### src/rtl/ascii_pkg.sv
// Shared ASCII case constants and helpers, used by both the lower-case and
// upper-case stream converters.
package ascii_pkg;

  localparam logic [7:0] ASCII_UC_A     = 8'h41;
  localparam logic [7:0] ASCII_UC_Z     = 8'h5A;
  localparam logic [7:0] ASCII_CASE_BIT = 8'h20;

  function automatic logic is_upper(input logic [7:0] b);
    return (b >= ASCII_UC_A) && (b <= ASCII_UC_Z);
  endfunction

  // Only 'A'..'Z' change; punctuation and high-bit bytes pass untouched.
  function automatic logic [7:0] to_lower(input logic [7:0] b);
    return is_upper(b) ? (b | ASCII_CASE_BIT) : b;
  endfunction

endpackage

### src/rtl/sync_fifo.sv
// Single-clock FIFO with an explicit occupancy count. The head entry is
// presented combinationally on rd_data.
module sync_fifo #(
  parameter int WIDTH = 8,
  parameter int DEPTH = 4
) (
  input  logic             clk,
  input  logic             rst_n,
  input  logic             push,
  input  logic [WIDTH-1:0] wr_data,
  input  logic             pop,
  output logic [WIDTH-1:0] rd_data,
  output logic             full,
  output logic             empty
);

  localparam int PTR_W = (DEPTH > 1) ? $clog2(DEPTH) : 1;
  localparam int CNT_W = $clog2(DEPTH + 1);

  logic [WIDTH-1:0] mem [DEPTH];
  logic [PTR_W-1:0] wr_ptr;
  logic [PTR_W-1:0] rd_ptr;
  logic [CNT_W-1:0] count;
  logic [CNT_W-1:0] count_next;
  logic             do_push;
  logic             do_pop;

  assign full    = (count == CNT_W'(DEPTH));
  assign empty   = (count == '0);
  assign do_push = push & ~full;
  assign do_pop  = pop & ~empty;
  assign rd_data = mem[rd_ptr];

  // NOTE: every output of an always_comb gets a default before any branch;
  // a path that leaves it unassigned would infer a latch.
  always_comb begin
    count_next = count;
    case ({do_push, do_pop})
      2'b10:   count_next = count + CNT_W'(1);
      2'b01:   count_next = count - CNT_W'(1);
      default: count_next = count;
    endcase
  end

  // NOTE: sequential state uses non-blocking assignments so every register
  // samples pre-edge values regardless of statement order.
  always_ff @(posedge clk) begin
    if (!rst_n) begin
      wr_ptr <= '0;
      rd_ptr <= '0;
      count  <= '0;
    end else begin
      // DEPTH is a power of two, so pointers wrap by natural overflow.
      if (do_push) wr_ptr <= wr_ptr + PTR_W'(1);
      if (do_pop)  rd_ptr <= rd_ptr + PTR_W'(1);
      count <= count_next;
    end
  end

  // NOTE: storage is deliberately not reset; the count guarantees stale
  // entries are never presented, and an unreset array maps to plain RAM.
  always_ff @(posedge clk) begin
    if (do_push) mem[wr_ptr] <= wr_data;
  end

endmodule

### src/rtl/ascii_to_lower_stream.sv
// Streaming ASCII lower-case converter: converts on the write path into a
// small FIFO and counts how many bytes were actually changed.
module ascii_to_lower_stream
  import ascii_pkg::*;
#(
  parameter int DEPTH = 4,
  parameter int CNT_W = 16
) (
  input  logic             clk,
  input  logic             rst_n,
  input  logic             in_valid,
  output logic             in_ready,
  input  logic [7:0]       in_data,
  output logic             out_valid,
  input  logic             out_ready,
  output logic [7:0]       out_data,
  output logic [CNT_W-1:0] conv_count,
  input  logic             cnt_clear
);

  logic full;
  logic empty;
  logic push;
  logic pop;

  // Readiness depends only on full, so a pop cannot open a slot in the same
  // cycle; this keeps in_ready free of any path from out_ready.
  assign in_ready  = rst_n & ~full;
  assign out_valid = rst_n & ~empty;
  assign push      = in_valid & in_ready;
  assign pop       = out_valid & out_ready;

  sync_fifo #(
    .WIDTH (8),
    .DEPTH (DEPTH)
  ) u_fifo (
    .clk     (clk),
    .rst_n   (rst_n),
    .push    (push),
    .wr_data (to_lower(in_data)),
    .pop     (pop),
    .rd_data (out_data),
    .full    (full),
    .empty   (empty)
  );

  // Clear wins over a same-cycle converting push.
  always_ff @(posedge clk) begin
    if (!rst_n || cnt_clear) begin
      conv_count <= '0;
    end else if (push && is_upper(in_data) && (conv_count != '1)) begin
      conv_count <= conv_count + CNT_W'(1);
    end
  end

endmodule

### config.mk
export PLATFORM = sky130hd
export DESIGN_NAME = ascii_to_lower_stream
export DESIGN_NICKNAME = d
export VERILOG_FILES = /design/src/rtl/ascii_pkg.sv /design/src/rtl/sync_fifo.sv /design/src/rtl/ascii_to_lower_stream.sv
export SDC_FILE = /design/constraint.sdc
export NUM_CORES = 1
export LEC_CHECK = 0
export CORE_ASPECT_RATIO = 1.25
export CORE_MARGIN = 5
export CORE_UTILIZATION = 60
export CTS_CLUSTER_SIZE = 12
export DETAILED_ROUTE_END_ITERATION = 16
export DONT_BUFFER_PORTS = 1
export HOLD_SLACK_MARGIN = 0.08
export PLACE_DENSITY_LB_ADDON = 0.3
export SYNTH_ARGS = -nofsm -noshare
export SYNTH_HDL_FRONTEND = slang
export SYNTH_SLANG_ARGS = --single-unit
### constraint.sdc
create_clock -name clk -period 2.73 [get_ports clk]
set_input_delay 0.273 -clock clk [delete_from_list [all_inputs] [get_ports clk]]
set_output_delay 0.273 -clock clk [all_outputs]
set_load 0.01 [all_outputs]
# Word-level counts from Yosys, hierarchy flattened
# Memory sizes are Yosys's and may differ from the RTL's. A register that Yosys moved wholly into a read port is not among the register bits.
# Cells that the tools add are included.
[op_classes]
n_reduce_logical = 7
n_mux = 6
eq_ne = 4
bitwise = 8
addsub = 5
n_lt_le_gt_ge = 2
[op_table]
columns = ["op", "n"]
rows = [
  ["$add 16x1->16 const B", 1],
  ["$ne 16x16->1 const B", 1],
  ["$ge 8x7->1 const B", 1],
  ["$le 8x7->1 const B", 1],
  ["$and 1x1->1", 6],
  ["$mux 6", 1],
  ["$pmux 3 s2", 1],
  ["$add 2x1->2 const B", 2],
  ["$mux 2", 2],
  ["$add 3x1->3 const B", 1],
  ["$eq 3x3->1 const B", 1],
  ["$logic_and 1x1->1", 3],
  ["$logic_not 3->1", 1],
  ["$sub 3x1->3 const B", 1],
  ["$eq 2x1->1 const B", 1],
  ["$eq 2x2->1 const B", 1],
  ["$mux 1", 2],
  ["$not 1->1", 2],
  ["$reduce_bool 2->1", 1],
  ["$logic_not 1->1", 1],
  ["$logic_or 1x1->1", 1],
]
[totals]
output_inout_bits = 26
ff_bits = 23
mem_bits_rw = 32
word_cells = 37
inputBits = 13
mem_count = 1
[mem_list]
columns = ["memory", "depth", "word_bits", "rd", "rd_clocked_by_memory_dff", "write_ports", "line", "rtl"]
rows = [
  ["u_fifo.mem", 4, 8, 1, 1, 1, "sync_fifo.sv:20", "logic [WIDTH-1:0] mem [DEPTH];"],
]

# Logic depth before layout (Yosys ltp)
[depth]
word_depth = 7
depth_mapped = 9
depth_no_buf = 9

# Hierarchy
# Synthesis repeated with hierarchy kept, for this count alone.
[unflattened]
hier_cells = 201
hier_area_um2 = 2514.9
[modules_own_cells]
columns = ["mod", "instances", "seq_area_each_um2", "area_each_um2", "cells_each"]
rows = [
  ["sync_fifo", 1, 1141.1, 1644.1, 96],
  ["ascii_to_lower_stream", 1, 320.3, 870.8, 105],
]

# Worst setup path after synthesis
# OpenSTA, ideal clock, no wires.
[synth_timing]
path_type = "reg2reg"
start = "reg u_fifo.count[2]"
end = "reg u_fifo.count[2]"
setup_ns = 0.076
n_path_buf = 0
arrival_ns = 1.982
required_ns = 2.654
period_less_slack_ns = 2.057
path_stages_with_launch = 9
setup_slack_ns = 0.673
cell_sequence = "dfxtp_1 -> o31a_1 -> and2_1 -> ha_1 -> inv_1 -> fa_1 -> xor2_1 -> or3_1 -> a21boi_0"
[synth_between]
elab_chain_cells = 7
elab_cells_between_ends = 16
classes_between = "add/sub: 2; eq/ne: 3; mux: 1; bitwise: 8; reduce/logical: 2"
[synth_rtl]
columns = ["item", "line", "rtl"]
rows = [
  ["start: declaration", "sync_fifo.sv:23", "logic [CNT_W-1:0] count;"],
  ["start signal: assignment", "sync_fifo.sv:56", "count <= count_next;"],
  ["$logic_not 3->1 (*)", "sync_fifo.sv:29", "assign empty = (count == '0);"],
  ["$not 1->1 (*)", "ascii_to_lower_stream.sv:29", "assign out_valid = rst_n & ~empty;"],
  ["$and 1x1->1 (*)", "ascii_to_lower_stream.sv:29", ""],
  ["net out_valid", "ascii_to_lower_stream.sv:14", "output logic out_valid,"],
  ["$and 1x1->1 (*)", "ascii_to_lower_stream.sv:31", "assign pop = out_valid & out_ready;"],
  ["$and 1x1->1 (*)", "sync_fifo.sv:31", "assign do_pop = pop & ~empty;"],
  ["net u_fifo.do_pop", "sync_fifo.sv:26", "logic do_pop;"],
  ["$eq 2x1->1 or $eq 2x2->1 (tied branches)", "sync_fifo.sv:38", "case ({do_push, do_pop})"],
  ["$pmux 3 s2 or $reduce_bool 2->1 (tied branches)", "n/a", ""],
]
# Mark *: on every way through the listed nets, which the timed path passes. The rest lies on a longest branch.
# A chain may end at the register's enable or synchronous reset.

# Worst setup path in the final report
# Ends and elaborated chain as after synthesis.

==> impl_metrics.env <==
export IMPL_outcome="finished, final reports clean"
export IMPL_vias=1677
export IMPL_ant_nets=0
export IMPL_post_cts_resized=0
export IMPL_numCtsBuffers=9
export IMPL_clkPwrFrac_pct=43.6
export IMPL_crit_path_end_kind="register"
export IMPL_grt_pass1_vias=1737
export IMPL_gr_total_overflow=0
export IMPL_viasPerCell=6.08
export IMPL_synth_compound_area_share_pct=10.3
export IMPL_synthDistinctLibCells=39
export IMPL_finalNetCount=235
export IMPL_cpPeakStageDelay_ps=460
export IMPL_place_hpwl_microns=3590
export IMPL_async_flop_share_pct=0
export IMPL_fin_area_sq_um=2850
export IMPL_insertion_delay_ps=330
export IMPL_die_h_microns=82.5
export IMPL_final_hold_viol_count=0
export IMPL_fin_setup_tns_ps=0
export IMPL_rows=26
export IMPL_drt_iter0_markers=122
export IMPL_drive_gt1_share_pct=13.2
export IMPL_dieArea_sq_um=5610
export IMPL_synth_top_family_by_area="simple AND/OR/NAND/NOR gates"
export IMPL_finClkSkew_ps=5.67
export IMPL_relSlewSlack_pct=59.4
export IMPL_grt_util_met3_pct=7.04
export IMPL_synthCells=203
export IMPL_io_pin_count=39
export IMPL_worstHoldPathCells=2
export IMPL_synth_area_mux_share_pct=7.15
export IMPL_drc=0
export IMPL_period_share_pct=86.5
export IMPL_fillers=304
export IMPL_pre_cts_ws_ps=418
export IMPL_place_area_sq_um=2550
export IMPL_syn_avg_cell_area_sq_um=12.4
export IMPL_multi_input_area_sq_um=983
export IMPL_hold_class="in2reg"
export IMPL_root_buffer="clkbuf_8"
export IMPL_yosysSeqAreaShare_pct=58.0
export IMPL_clockBufferDepth=2
export IMPL_p_seq_share_pct=49.8
export IMPL_synth_edf_count=32
export IMPL_worstPathMaxFanout=6
export IMPL_crit_arrival_ps=2610
export IMPL_core_sq_um=4070
export IMPL_r2r_cells=8
export IMPL_synthFlopType="edfxtp_1"
export IMPL_tightest_slew_ps=608
export IMPL_cts_num_sinks=57
export IMPL_drt_pass1_iterations=4
export IMPL_yosys_area_share_adder_pct=3.77
export IMPL_crit_type="reg2reg"
export IMPL_max_cap_violations=0
export IMPL_htreeDepth=3
export IMPL_initial_core_util_pct=62.0
export IMPL_routabilityCongestion=0.828
export IMPL_p_int_mw=1.50
export IMPL_critPathSlowestCell="dfxtp_1"
export IMPL_cp_required_ps=2980
export IMPL_synthSimpleGateAreaFrac_pct=15.7
export IMPL_synth_xor_xnor_area_share_pct=2.08
export IMPL_seq_area_sq_um=1460
export IMPL_p_sw_mw=0.410
export IMPL_combPwrFrac_pct=6.6
export IMPL_ys_ff_latch=57
export IMPL_cts_tree="built"
export IMPL_report_final_slew_viol_count=0
export IMPL_finalWorstSetupSlack_ps=367
export IMPL_grt_max_degree=20
export IMPL_hold_slack_ps=92.1
export IMPL_cp_start_kind="register"
export IMPL_syn_to_final_growth_pct=13.2
export IMPL_antenna_cells=0
export IMPL_ys_warn_count=0
export IMPL_rsz0062_at_grt="false"
export IMPL_use_met1_pct=23.7
export IMPL_busiest_layer="met2"
export IMPL_synth_nets=223
export IMPL_cellLeakagePower_nw=0.910
export IMPL_final_cell_mix="edfxtp_1, dfxtp_1, nand2_1, a21oi_1, and2_1"
export IMPL_syn_area_sq_um=2520
export IMPL_antenna_found_initial=0
export IMPL_fmax_ghz=0.423
export IMPL_grt_use_met2_pct=36.0
export IMPL_fp_dieW_microns=68.0
export IMPL_grt_first_pass_wirelength_microns=8470
export IMPL_sw_frac_of_total_pct=21.5
export IMPL_crit_chain="o31a_1, and2_1, ha_1, inv_1, fa_1, xor2_1, or3_1, a21boi_0"
export IMPL_powerDensity_nw_per_um2=668
export IMPL_clkTransAtPathRegs_ps=60
export IMPL_final_common_cell="edfxtp_1"
export IMPL_ir_worst_vdd_uv=692
export IMPL_finalSetupViolations=0
export IMPL_avgRoutedWirePerCell_microns=18.7
export IMPL_drt_total_wl_microns=5170
export IMPL_grt_total_usage_pct=21.3
export IMPL_io_buffers=0
export IMPL_final_core_utilization_pct=70.2
export IMPL_final_min_clock_period_ps=2360
==> metal layers <==
| layer | vias to the layer above | wire [microns] |
|---|---|---|
| met3 | 9 | 408 |
| li1 | 783 | - |
| met5 | - | 0 |
| met2 | 56 | 2740 |
| met1 | 829 | 1930 |
| met4 | 0 | 88 |
==> worst max-delay path: cells and delay by family (launching register included) <==
| family | cells | cell delay (ps) |
|---|---|---|
| adders and majority gates | 2 | 590 |
| and+or+nand+nor | 2 | 550 |
| DFF | 1 | 460 |
| AOI/OAI and AO/OA | 2 | 450 |
| xor gates and xnor gates | 1 | 170 |
| buffers and inverters | 1 | 60 |
==> synthesized netlist by cell type, types with 3 or more instances <==
master / count / share of area, %
dfxtp_1: 25 / 20
nor2_1: 5 / 0.74
and2_1: 13 / 3.2
ha_1: 6 / 3.0
clkbuf_1: 4 / 0.60
a31oi_1: 3 / 0.74
o31ai_1: 5 / 1.5
nand4_1: 3 / 0.74
inv_1: 10 / 1.5
edfxtp_1: 32 / 38
xnor2_1: 4 / 1.4
mux4_2: 8 / 7.1
nand3_1: 7 / 1.4
or3_1: 6 / 1.5
a21oi_1: 15 / 3.0
o21ai_0: 7 / 1.4
or4_1: 6 / 1.8
nand2_1: 15 / 2.2
==> worst paths after layout <==
check	start	slack, ps	to
setup / recovery	u_fifo.count[2]$_SDFFE_PN0P_	370	u_fifo.count[2]$_SDFFE_PN0P_
hold / removal	rst_n	90	u_fifo.wr_ptr[1]$_SDFFE_PN0P_
setup reg to reg	u_fifo.count[2]$_SDFFE_PN0P_	370	u_fifo.count[2]$_SDFFE_PN0P_
hold reg to reg	u_fifo.wr_ptr[1]$_SDFFE_PN0P_	500	u_fifo.wr_ptr[1]$_SDFFE_PN0P_
==> layout make-up <==
| type | count | area share, % |
|---|---|---|
| sequential | 57 | 51.2 |
| multi-input combinational | 128 | 34.5 |
| clock buffer | 10 | 4.47 |
| timing repair buffer | 9 | 3.16 |
| clock inverter | 6 | 2.89 |
| tap | 56 | 2.46 |
| inverter | 10 | 1.32 |
==> power by group through the flow <==
| stage | registers [mW] | logic (mW) | clock network, mW |
|---|---|---|---|
| after floorplan | 0.959 | 0.0959 | 0 |
| after global placement | 0.966 | 0.101 | 0 |
| after detailed placement | 0.969 | 0.109 | 0 |
| after CTS | 0.950 | 0.125 | 0.846 |
| after global routing | 0.953 | 0.138 | 0.900 |
| final | 0.950 | 0.126 | 0.831 |
==> cells by family after synthesis <==
group                    count (synthesis)
AND/OR/NAND/NOR                         68
flip-flops                              57
AO/OA/AOI/OAI                           39
buffers and inverters                   18
multiplexers                             8
adder cells (fa/ha/maj)                  7
XOR/XNOR                                 6
==> metrics by stage <==
step,cells,power (mW)
3_3_place_gp,251,1.07
5_1_grt,276,1.99
2_1_floorplan,203,1.05
3_5_place_dp,251,1.08
4_1_cts,275,1.92
6_report,276,1.91
==> flip-flops by register name, indices dropped and copies added, names as in the netlist, named ones only <==
name / flops
conv_count: 16
u_fifo.count: 3
u_fifo.mem: 32
u_fifo.rd_ptr: 2
u_fifo.wr_ptr: 2
==> what timing repair did <==
item | in CTS | in global routing
hold buffers | 8 | 1
setup buffers | 0 | 0
endpoints found under the hold margin | 33 | 1
(Power assumes the default switching activity.)
